File: src/rtl/spi_target.sv
// SPI target (CPHA=0) decoding cmd/addr/[dummy]/data frames onto an 8-bit register-file port.
// Latency: every sclk edge acts 3 clk after it occurs (2-flop sync + edge detect).
// Backpressure: none; the SPI master paces all traffic and the register file must keep up.
//
// Ports:
//   clk, reset          system clock, asynchronous active-low reset
//   sclk, ssel, mosi    SPI inputs from the master (asynchronous to clk, ssel active low)
//   miso, miso_oe       SPI data out and its buffer enable (miso forced 0 when not enabled)
//   write_enable, write_address, write_data   one-clk write strobe with its address/data
//   read_address, read_data                   registered read address, data returned 1 clk later
//   frame_active        synchronized ssel is asserted
//   access_error        one-clk pulse on an unknown command byte
module spi_target #(
   parameter logic       CPOL         = 1'b1,
   parameter int         DUMMY_CYCLES = 0,
   parameter logic [7:0] CMD_WRITE    = 8'h02,
   parameter logic [7:0] CMD_READ     = 8'h03
) (
   input  logic       clk,
   input  logic       reset,
   input  logic       sclk,
   input  logic       ssel,
   input  logic       mosi,
   output logic       miso,
   output logic       miso_oe,
   output logic       write_enable,
   output logic [7:0] write_address,
   output logic [7:0] write_data,
   output logic [7:0] read_address,
   input  logic [7:0] read_data,
   output logic       frame_active,
   output logic       access_error
);

   localparam logic [2:0] IDLE       = 3'd0;
   localparam logic [2:0] COMMAND    = 3'd1;
   localparam logic [2:0] ADDRESS    = 3'd2;
   localparam logic [2:0] DUMMY      = 3'd3;
   localparam logic [2:0] WRITE_DATA = 3'd4;
   localparam logic [2:0] READ_DATA  = 3'd5;
   localparam logic [2:0] IGNORE     = 3'd6;

   localparam logic [2:0] DUMMY_LAST = 3'(DUMMY_CYCLES - 1);

   logic       sclk_s1, sclk_s2, sclk_q;
   logic       ssel_s1, ssel_s2;
   logic       mosi_s1, mosi_s2;
   logic [1:0] sync_ok;
   logic       armed;

   logic [2:0] state;
   logic [2:0] bit_cnt;
   logic [2:0] dummy_cnt;
   logic [6:0] rx_sh;
   logic [6:0] tx_sh;
   logic [7:0] addr;
   logic [7:0] prefetch;
   logic       is_read;
   logic       miso_q;
   logic       ra_chg0, ra_chg1;

   logic       lead_edge, trail_edge;
   logic [7:0] rx_byte;
   logic [2:0] data_state;

   always_comb begin
      lead_edge  = (sclk_q != sclk_s2) && (sclk_s2 == ~CPOL);
      trail_edge = (sclk_q != sclk_s2) && (sclk_s2 == CPOL);
      rx_byte    = {rx_sh, mosi_s2};
      data_state = is_read ? READ_DATA : WRITE_DATA;
   end

   assign frame_active = ~ssel_s2;
   assign miso_oe      = (state == READ_DATA);
   assign miso         = miso_q & miso_oe;

   // Synchronizers. sync_ok marks when ssel_s2 holds a real post-reset sample;
   // armed requires ssel to be seen high before any frame is accepted, so a
   // frame already running when reset releases is not decoded.
   always_ff @(posedge clk or negedge reset) begin
      if (!reset) begin
         sclk_s1 <= CPOL;
         sclk_s2 <= CPOL;
         sclk_q  <= CPOL;
         ssel_s1 <= 1'b1;
         ssel_s2 <= 1'b1;
         mosi_s1 <= 1'b0;
         mosi_s2 <= 1'b0;
         sync_ok <= 2'b00;
         armed   <= 1'b0;
      end else begin
         sclk_s1 <= sclk;
         sclk_s2 <= sclk_s1;
         sclk_q  <= sclk_s2;
         ssel_s1 <= ssel;
         ssel_s2 <= ssel_s1;
         mosi_s1 <= mosi;
         mosi_s2 <= mosi_s1;
         sync_ok <= {sync_ok[0], 1'b1};
         if (sync_ok[1] && ssel_s2) armed <= 1'b1;
      end
   end

   always_ff @(posedge clk or negedge reset) begin
      if (!reset) begin
         state         <= IDLE;
         bit_cnt       <= 3'd0;
         dummy_cnt     <= 3'd0;
         rx_sh         <= 7'd0;
         tx_sh         <= 7'd0;
         addr          <= 8'd0;
         prefetch      <= 8'd0;
         is_read       <= 1'b0;
         miso_q        <= 1'b0;
         ra_chg0       <= 1'b0;
         ra_chg1       <= 1'b0;
         write_enable  <= 1'b0;
         write_address <= 8'd0;
         write_data    <= 8'd0;
         read_address  <= 8'd0;
         access_error  <= 1'b0;
      end else begin
         write_enable <= 1'b0;
         access_error <= 1'b0;
         ra_chg0      <= 1'b0;
         ra_chg1      <= ra_chg0;
         // read_data is valid 1 clk after read_address moves; take it then.
         if (ra_chg1) prefetch <= read_data;

         if (state != IDLE && ssel_s2) begin
            // Deselect wins over any sclk edge in the same clk.
            state     <= IDLE;
            bit_cnt   <= 3'd0;
            dummy_cnt <= 3'd0;
            miso_q    <= 1'b0;
         end else begin
            case (state)
               IDLE: begin
                  if (!ssel_s2 && armed) begin
                     state   <= COMMAND;
                     bit_cnt <= 3'd0;
                     rx_sh   <= 7'd0;
                     is_read <= 1'b0;
                  end
               end
               COMMAND: begin
                  if (lead_edge) begin
                     rx_sh   <= rx_byte[6:0];
                     bit_cnt <= bit_cnt + 3'd1;
                     if (bit_cnt == 3'd7) begin
                        if (rx_byte == CMD_WRITE) begin
                           is_read <= 1'b0;
                           state   <= ADDRESS;
                        end else if (rx_byte == CMD_READ) begin
                           is_read <= 1'b1;
                           state   <= ADDRESS;
                        end else begin
                           state        <= IGNORE;
                           access_error <= 1'b1;
                        end
                     end
                  end
               end
               ADDRESS: begin
                  if (lead_edge) begin
                     rx_sh   <= rx_byte[6:0];
                     bit_cnt <= bit_cnt + 3'd1;
                     if (bit_cnt == 3'd7) begin
                        addr <= rx_byte;
                        if (is_read) begin
                           read_address <= rx_byte;
                           ra_chg0      <= 1'b1;
                        end
                        state <= (DUMMY_CYCLES > 0) ? DUMMY : data_state;
                     end
                  end
               end
               DUMMY: begin
                  if (lead_edge) begin
                     if (dummy_cnt == DUMMY_LAST) begin
                        dummy_cnt <= 3'd0;
                        bit_cnt   <= 3'd0;
                        state     <= data_state;
                     end else begin
                        dummy_cnt <= dummy_cnt + 3'd1;
                     end
                  end
               end
               WRITE_DATA: begin
                  if (lead_edge) begin
                     rx_sh   <= rx_byte[6:0];
                     bit_cnt <= bit_cnt + 3'd1;
                     if (bit_cnt == 3'd7) begin
                        write_enable  <= 1'b1;
                        write_data    <= rx_byte;
                        write_address <= addr;
                        addr          <= addr + 8'd1;
                     end
                  end
               end
               READ_DATA: begin
                  if (lead_edge) begin
                     bit_cnt <= bit_cnt + 3'd1;
                  end else if (trail_edge) begin
                     // bit_cnt==0 on a trailing edge means a byte boundary:
                     // the end of address/dummy or of the previous data byte.
                     if (bit_cnt == 3'd0) begin
                        tx_sh        <= prefetch[6:0];
                        miso_q       <= prefetch[7];
                        read_address <= read_address + 8'd1;
                        ra_chg0      <= 1'b1;
                     end else begin
                        tx_sh  <= {tx_sh[5:0], 1'b0};
                        miso_q <= tx_sh[6];
                     end
                  end
               end
               IGNORE: begin
               end
               default: state <= IDLE;
            endcase
         end
      end
   end

endmodule

File: config.mk
export PLATFORM = sky130hd
export DESIGN_NAME = spi_target
export DESIGN_NICKNAME = d
export VERILOG_FILES = /design/src/rtl/spi_target.sv
export SDC_FILE = /design/constraint.sdc
export NUM_CORES = 1
export LEC_CHECK = 0
export CAP_MARGIN = 20
export CORE_MARGIN = 3
export CORE_UTILIZATION = 25
export CTS_CLUSTER_SIZE = 16
export DETAILED_ROUTE_END_ITERATION = 10
export GPL_TIMING_DRIVEN = 0
export PLACE_DENSITY_LB_ADDON = 0.08
export SYNTH_ARGS = -nofsm -noshare
export SYNTH_HDL_FRONTEND = slang
export SYNTH_SLANG_ARGS = --single-unit
File: constraint.sdc
create_clock -name clk -period 2.1 [get_ports clk]
set_input_delay 0.525 -clock clk [delete_from_list [all_inputs] [get_ports clk]]
set_output_delay 0.525 -clock clk [all_outputs]
set_load 0.03 [all_outputs]
# Word level (Yosys, flattened, before mapping)
# Cells that the tools add are included.
# op_classes
add_sub_neg	4
eq_ne	34
mux	67
bitwise	5
n_reduce_logical	31
# op_table
operator	n
$mux W8	10
$mux W3	19
$pmux W8 S2	2
$mux W1	28
$ne A3 B3 Y1 const B	8
$mux W7	3
$ne A2 B2 Y1 const B	9
$add A8 B1 Y8 const B	2
$eq A8 B2 Y1 const B	2
$reduce_and A8 Y1	2
$reduce_bool A2 Y1	8
$eq A3 B3 Y1 const B	5
$pmux W3 S5	1
$pmux W7 S2	1
$reduce_and A4 Y1	3
$reduce_and A6 Y1	2
$ne A2 B1 Y1 const B	5
$pmux W3 S3	1
$add A3 B1 Y3 const B	2
$eq A3 B2 Y1 const B	2
$logic_not A3 Y1	2
$reduce_or A3 Y1	2
$logic_and A1 B1 Y1	5
$reduce_and A5 Y1	1
other kinds (12)	16
# totals
ff_bits	79
in_bits	13
out_inout_bits	29
elab_cells	166

# Depth between registers and ports, before layout
# depth
ltp_word	7
depth_mapped	8
mapped_depth_nobuf	7

# Least setup slack after synthesis
# Ideal clock, no wire load.
# synth_timing
kind	reg2out
start	reg state[1]
end	out miso
arrival_time_ns	1.684
path_slack_ns	-0.109
path_stages_with_launch	6
path_cell_list	dfrtp_1 -> buf_2 -> nand3b_2 -> inv_2 -> clkbuf_1 -> and2_1
# synth_via
elab_chain_len	2
# synth_lines
item	line	text
start: declaration	51	logic [2:0] state;
start signal: assignment	174	state <= (DUMMY_CYCLES > 0) ? DUMMY : data_state;
start signal: assignment	183	state <= data_state;
$eq A3 B3 Y1	74	assign miso_oe = (state == READ_DATA);
via miso_oe	25	output logic miso_oe,
$and A1 B1 Y1	75	assign miso = miso_q & miso_oe;
end: declaration	24	output logic miso,
# The timed path passes the listed nets, and every way through them passes these cells.

# Worst setup path after layout
# layout_timing
start	reg read_address[2]
end	out read_address[2]
# layout_lines
item	line	text
start: declaration	29	output logic [7:0] read_address,
start signal: assignment	171	read_address <= rx_byte;
start signal: assignment	210	read_address <= read_address + 8'd1;
# No word-level cell between the ends.

==> results.py <==
metrics = {
    "worst_setup_path": {
        "r2r_cells": 5,
        "cp.arrival_ns": 1.49,
        "crit_chain": "clkdlybuf4s50_1",
        "r2r_slack_ns": 0.08,
        "path_delay_family": "buffers and inverters",
        "critical_path_cell_count": 1,
        "endpoint_kind": "output pin",
        "startpoint": "read_address[2]$_DFFE_PN0P_",
        "crit_path_top_delay_cell": "clkdlybuf4s50_1",
        "path_buf_inv": 1,
        "critPathMaxFanout": 6,
        "r2r_start": "sclk_q$_DFF_PN1_",
        "r2r_end": "rx_sh[1]$_DFFE_PN0P_",
        "critical_path.max_stage_delay_ns": 0.71,
        "endpoint": "read_address[2]",
        "path_class": "flop to output pin",
        "startpoint_type": "flop",
        "worstPathRequired_ns": 1.57,
    },
    "final_layout": {
        "diodes": 0,
        "fillerInstances": 1446,
        "area_growth_pct": 29.58,
        "nets": 405,
        "drive_above_1_share": 0.2088,
        "final_cells": 568,
    },
    "place": {
        "dp_hpwl_mm": 6.120,
        "dp_cells": 549,
        "gp_congestion": 0.7792,
        "portBuffers": 41,
    },
    "die": {
        "die_y_um": 127.5,
        "floorplan.die_area_um2": 16250,
        "core_area_um2": 14150,
        "start_util": 0.2607,
        "num_rows": 43,
        "dieWidth_um": 127.5,
        "ios": 42,
    },
    "route": {
        "wire_per_inst_um": 15.90,
        "drc": 0,
        "first_pass_iters": 5,
        "drtIter0Drc": 182,
        "avgViaCountPerCell": 4.808,
        "ant_nets": 0,
        "vias": 2731,
        "wl_mm": 9.031,
    },
    "global_route": {
        "overflow": 0,
        "grt_util_met2": 0.1734,
        "top_usage_layer": "met2",
        "grt_max_degree": 56,
        "met3_usage": 0.03972,
        "grt_pass1_wl_mm": 15.28,
        "antenna_found_initial": 0,
        "met1_usage": 0.1705,
        "grt_use_total": 0.1198,
        "grt_pass1_vias": 2816,
    },
    "power": {
        "power.share.switching": 0.2838,
        "max-vdd-ir-drop_uv": 463.2,
        "cellPowerDensity_nw_per_um2": 977.2,
        "p_seq_frac": 0.391,
        "leakagePower_uw": 0.002168,
        "switchingPower_uw": 1325,
        "totalPowerFinal_uw": 4670,
        "power.internal_uw": 3345,
        "pwr-share-comb": 0.227,
        "power.share.clock": 0.382,
    },
    "timing": {
        "finalCritPeriodShare": 0.9595,
        "slew_headroom": 0.5622,
        "drv_slew": 0,
        "worst_pin_slew_ns": 0.6518,
        "finalSetupViolations": 0,
        "timing.setup.tns_ns": 0,
        "rsz0062_at_grt": "no",
        "finalHoldViolCount": 0,
        "fmax_mhz": 496.3,
        "period_needed_ns": 2.015,
        "skew_ns": 0.004009,
    },
    "cts": {
        "cts_buffers": 9,
        "holdBufCountCts": 0,
        "h-tree-depth": 3,
        "clock_latency_ns": 0.34,
        "cts_tree": "done",
        "cts.sinks": 79,
        "cts_root_buf": "clkbuf_16",
        "clk_pin_slew_worst_paths_ns": 0.06,
        "cts_buffer_depth": 2,
    },
    "run": {
        "drv_cap": 0,
    },
    "synthesis": {
        "yosys.area.top_type": "dfrtp_1",
        "syn_area_um2": 3689,
        "synthDistinctLibCells": 59,
        "ys_warn_count": 0,
        "async_reset_ff_frac": 1.000,
        "synth_top_flop_cell": "dfrtp_1",
        "synth_nets": 347,
        "yosys.area.top_type_share": 0.5020,
        "synth_edf_count": 0,
        "synthTopCellsByArea": "dfrtp_1, mux2_2, o21ai_0, dfstp_2, mux2i_1",
        "ys_ff_latch": 79,
        "syn_avg_cell_area_um2": 11.28,
        "syn_inst": 327,
        "yosysSeqAreaShare": 0.5377,
    },
    "hold_path": {
        "hold_class": "primary input to asynchronous set/reset pin",
    },
    "status": {
        "status": "completed",
    },
}
## cells in the final DEF (no fill, tap or decap), types with 3 or more instances in the layout
cell / n
bufinv_16: 3
clkdlybuf4s50_1: 36
a31oi_1: 3
and3_1: 5
nor3_1: 7
buf_4: 8
dfstp_2: 5
buf_2: 5
o31ai_1: 5
a32oi_1: 3
nand2_1: 17
ha_1: 7
o21ai_0: 31
dfrtp_1: 74
a21oi_1: 12
buf_6: 4
a2bb2oi_1: 6
nor2_1: 19
a22o_1: 8
clkbuf_16: 10
and4bb_2: 3
mux2i_1: 12
nand3_1: 12
mux2_2: 26
clkbuf_1: 5
inv_1: 10
## Yosys cell counts, types with 5 or more instances
master,count
mux2i_1,12
dfrtp_1,74
and3_1,5
clkbuf_1,8
a22o_1,8
buf_2,6
o31ai_1,5
nand3_1,12
a21oi_1,12
mux2_2,26
o21ai_0,31
dfstp_2,5
nor2_1,19
ha_1,7
nand2_1,17
nor3_1,7
inv_1,10
a2bb2oi_1,6
## repair_timing
action / 4_1_cts / 5_1_grt
pin swaps: 1 / 0
gates cloned: 0 / 0
setup buffers: 2 / 4
setup endpoints to repair: 21 / 13
resized for setup: 28 / 8
## routing by layer
layer	part of all wire	up-vias	routed length, um
li1	-	1311	-
met2	0.42	55	3803
met5	0	-	0
met3	0.053	8	481
met4	0.014	0	126
met1	0.51	1357	4619
## through the flow
step                worst slack, ns  instance area, um2  hold slack [ns]    util
floorplan                   0.03178                3690           0.2294       -
global placement             -2.660                4325           0.3316  0.3057
detailed placement          -0.5215                4350           0.3364  0.3075
CTS                        0.003193                4758          0.09085  0.3363
global route                0.01442                4780           0.1019  0.3378
finish                      0.08497                4780          0.09140  0.3378
## registers in the layout (all words and copies together) (netlist names), 2 cells and up
register / count
dummy_cnt: 3
tx_sh: 7
addr: 8
rx_sh: 7
read_address: 8
write_address: 8
prefetch: 8
sync_ok: 2
bit_cnt: 3
write_data: 8
state: 3
## final cells by class
| class | instances | area [um2] | area share |
|---|---|---|---|
| Buffer | 18 | 128.9 | 0.02696 |
| Clock buffer | 10 | 239.0 | 0.05000 |
| Clock inverter | 4 | 95.09 | 0.01990 |
| Inverter | 11 | 43.79 | 0.009162 |
| Multi-Input combinational cell | 218 | 1590 | 0.3327 |
| Sequential cell | 79 | 1983 | 0.4149 |
| Tap cell | 180 | 225.2 | 0.04712 |
| Timing Repair Buffer | 48 | 474.2 | 0.09921 |
## worst min path at each step
stage | from | to | slack [ns]
2_1_floorplan | reset | access_error$_DFF_PN0_ | 0.23
3_3_place_gp | sync_ok[0]$_DFF_PN0_ | sync_ok[1]$_DFF_PN0_ | 0.33
3_5_place_dp | ra_chg0$_DFF_PN0_ | ra_chg1$_DFF_PN0_ | 0.34
4_1_cts | reset | write_address[5]$_DFFE_PN0P_ | 0.09
5_1_grt | reset | write_address[5]$_DFFE_PN0P_ | 0.10
6_report | reset | write_address[5]$_DFFE_PN0P_ | 0.09
## kinds of logic (layout without fill, tap and decap cells)
family,count (synthesis),count (layout),synth area share
AO/OA/AOI/OAI,83,83,0.1520
XOR/XNOR,2,2,0.004750
adder cells (fa/ha/maj),7,7,0.02374
buffers and inverters,30,91,0.03799
flip-flops,79,79,0.5377
multiplexers,38,38,0.1119
other,1,1,0.001017
AND/OR/NAND/NOR,87,87,0.1309
## power groups by stage
stage,clock [uW],combinational [uW],sequential [uW]
2_1_floorplan,0,667,1860
3_5_place_dp,0,1010,1860
5_1_grt,1910,1170,1860
3_3_place_gp,0,997,1860
6_report,1780,1060,1830
4_1_cts,1850,1050,1830
No activity file was read; power rests on OpenSTA's default activity.
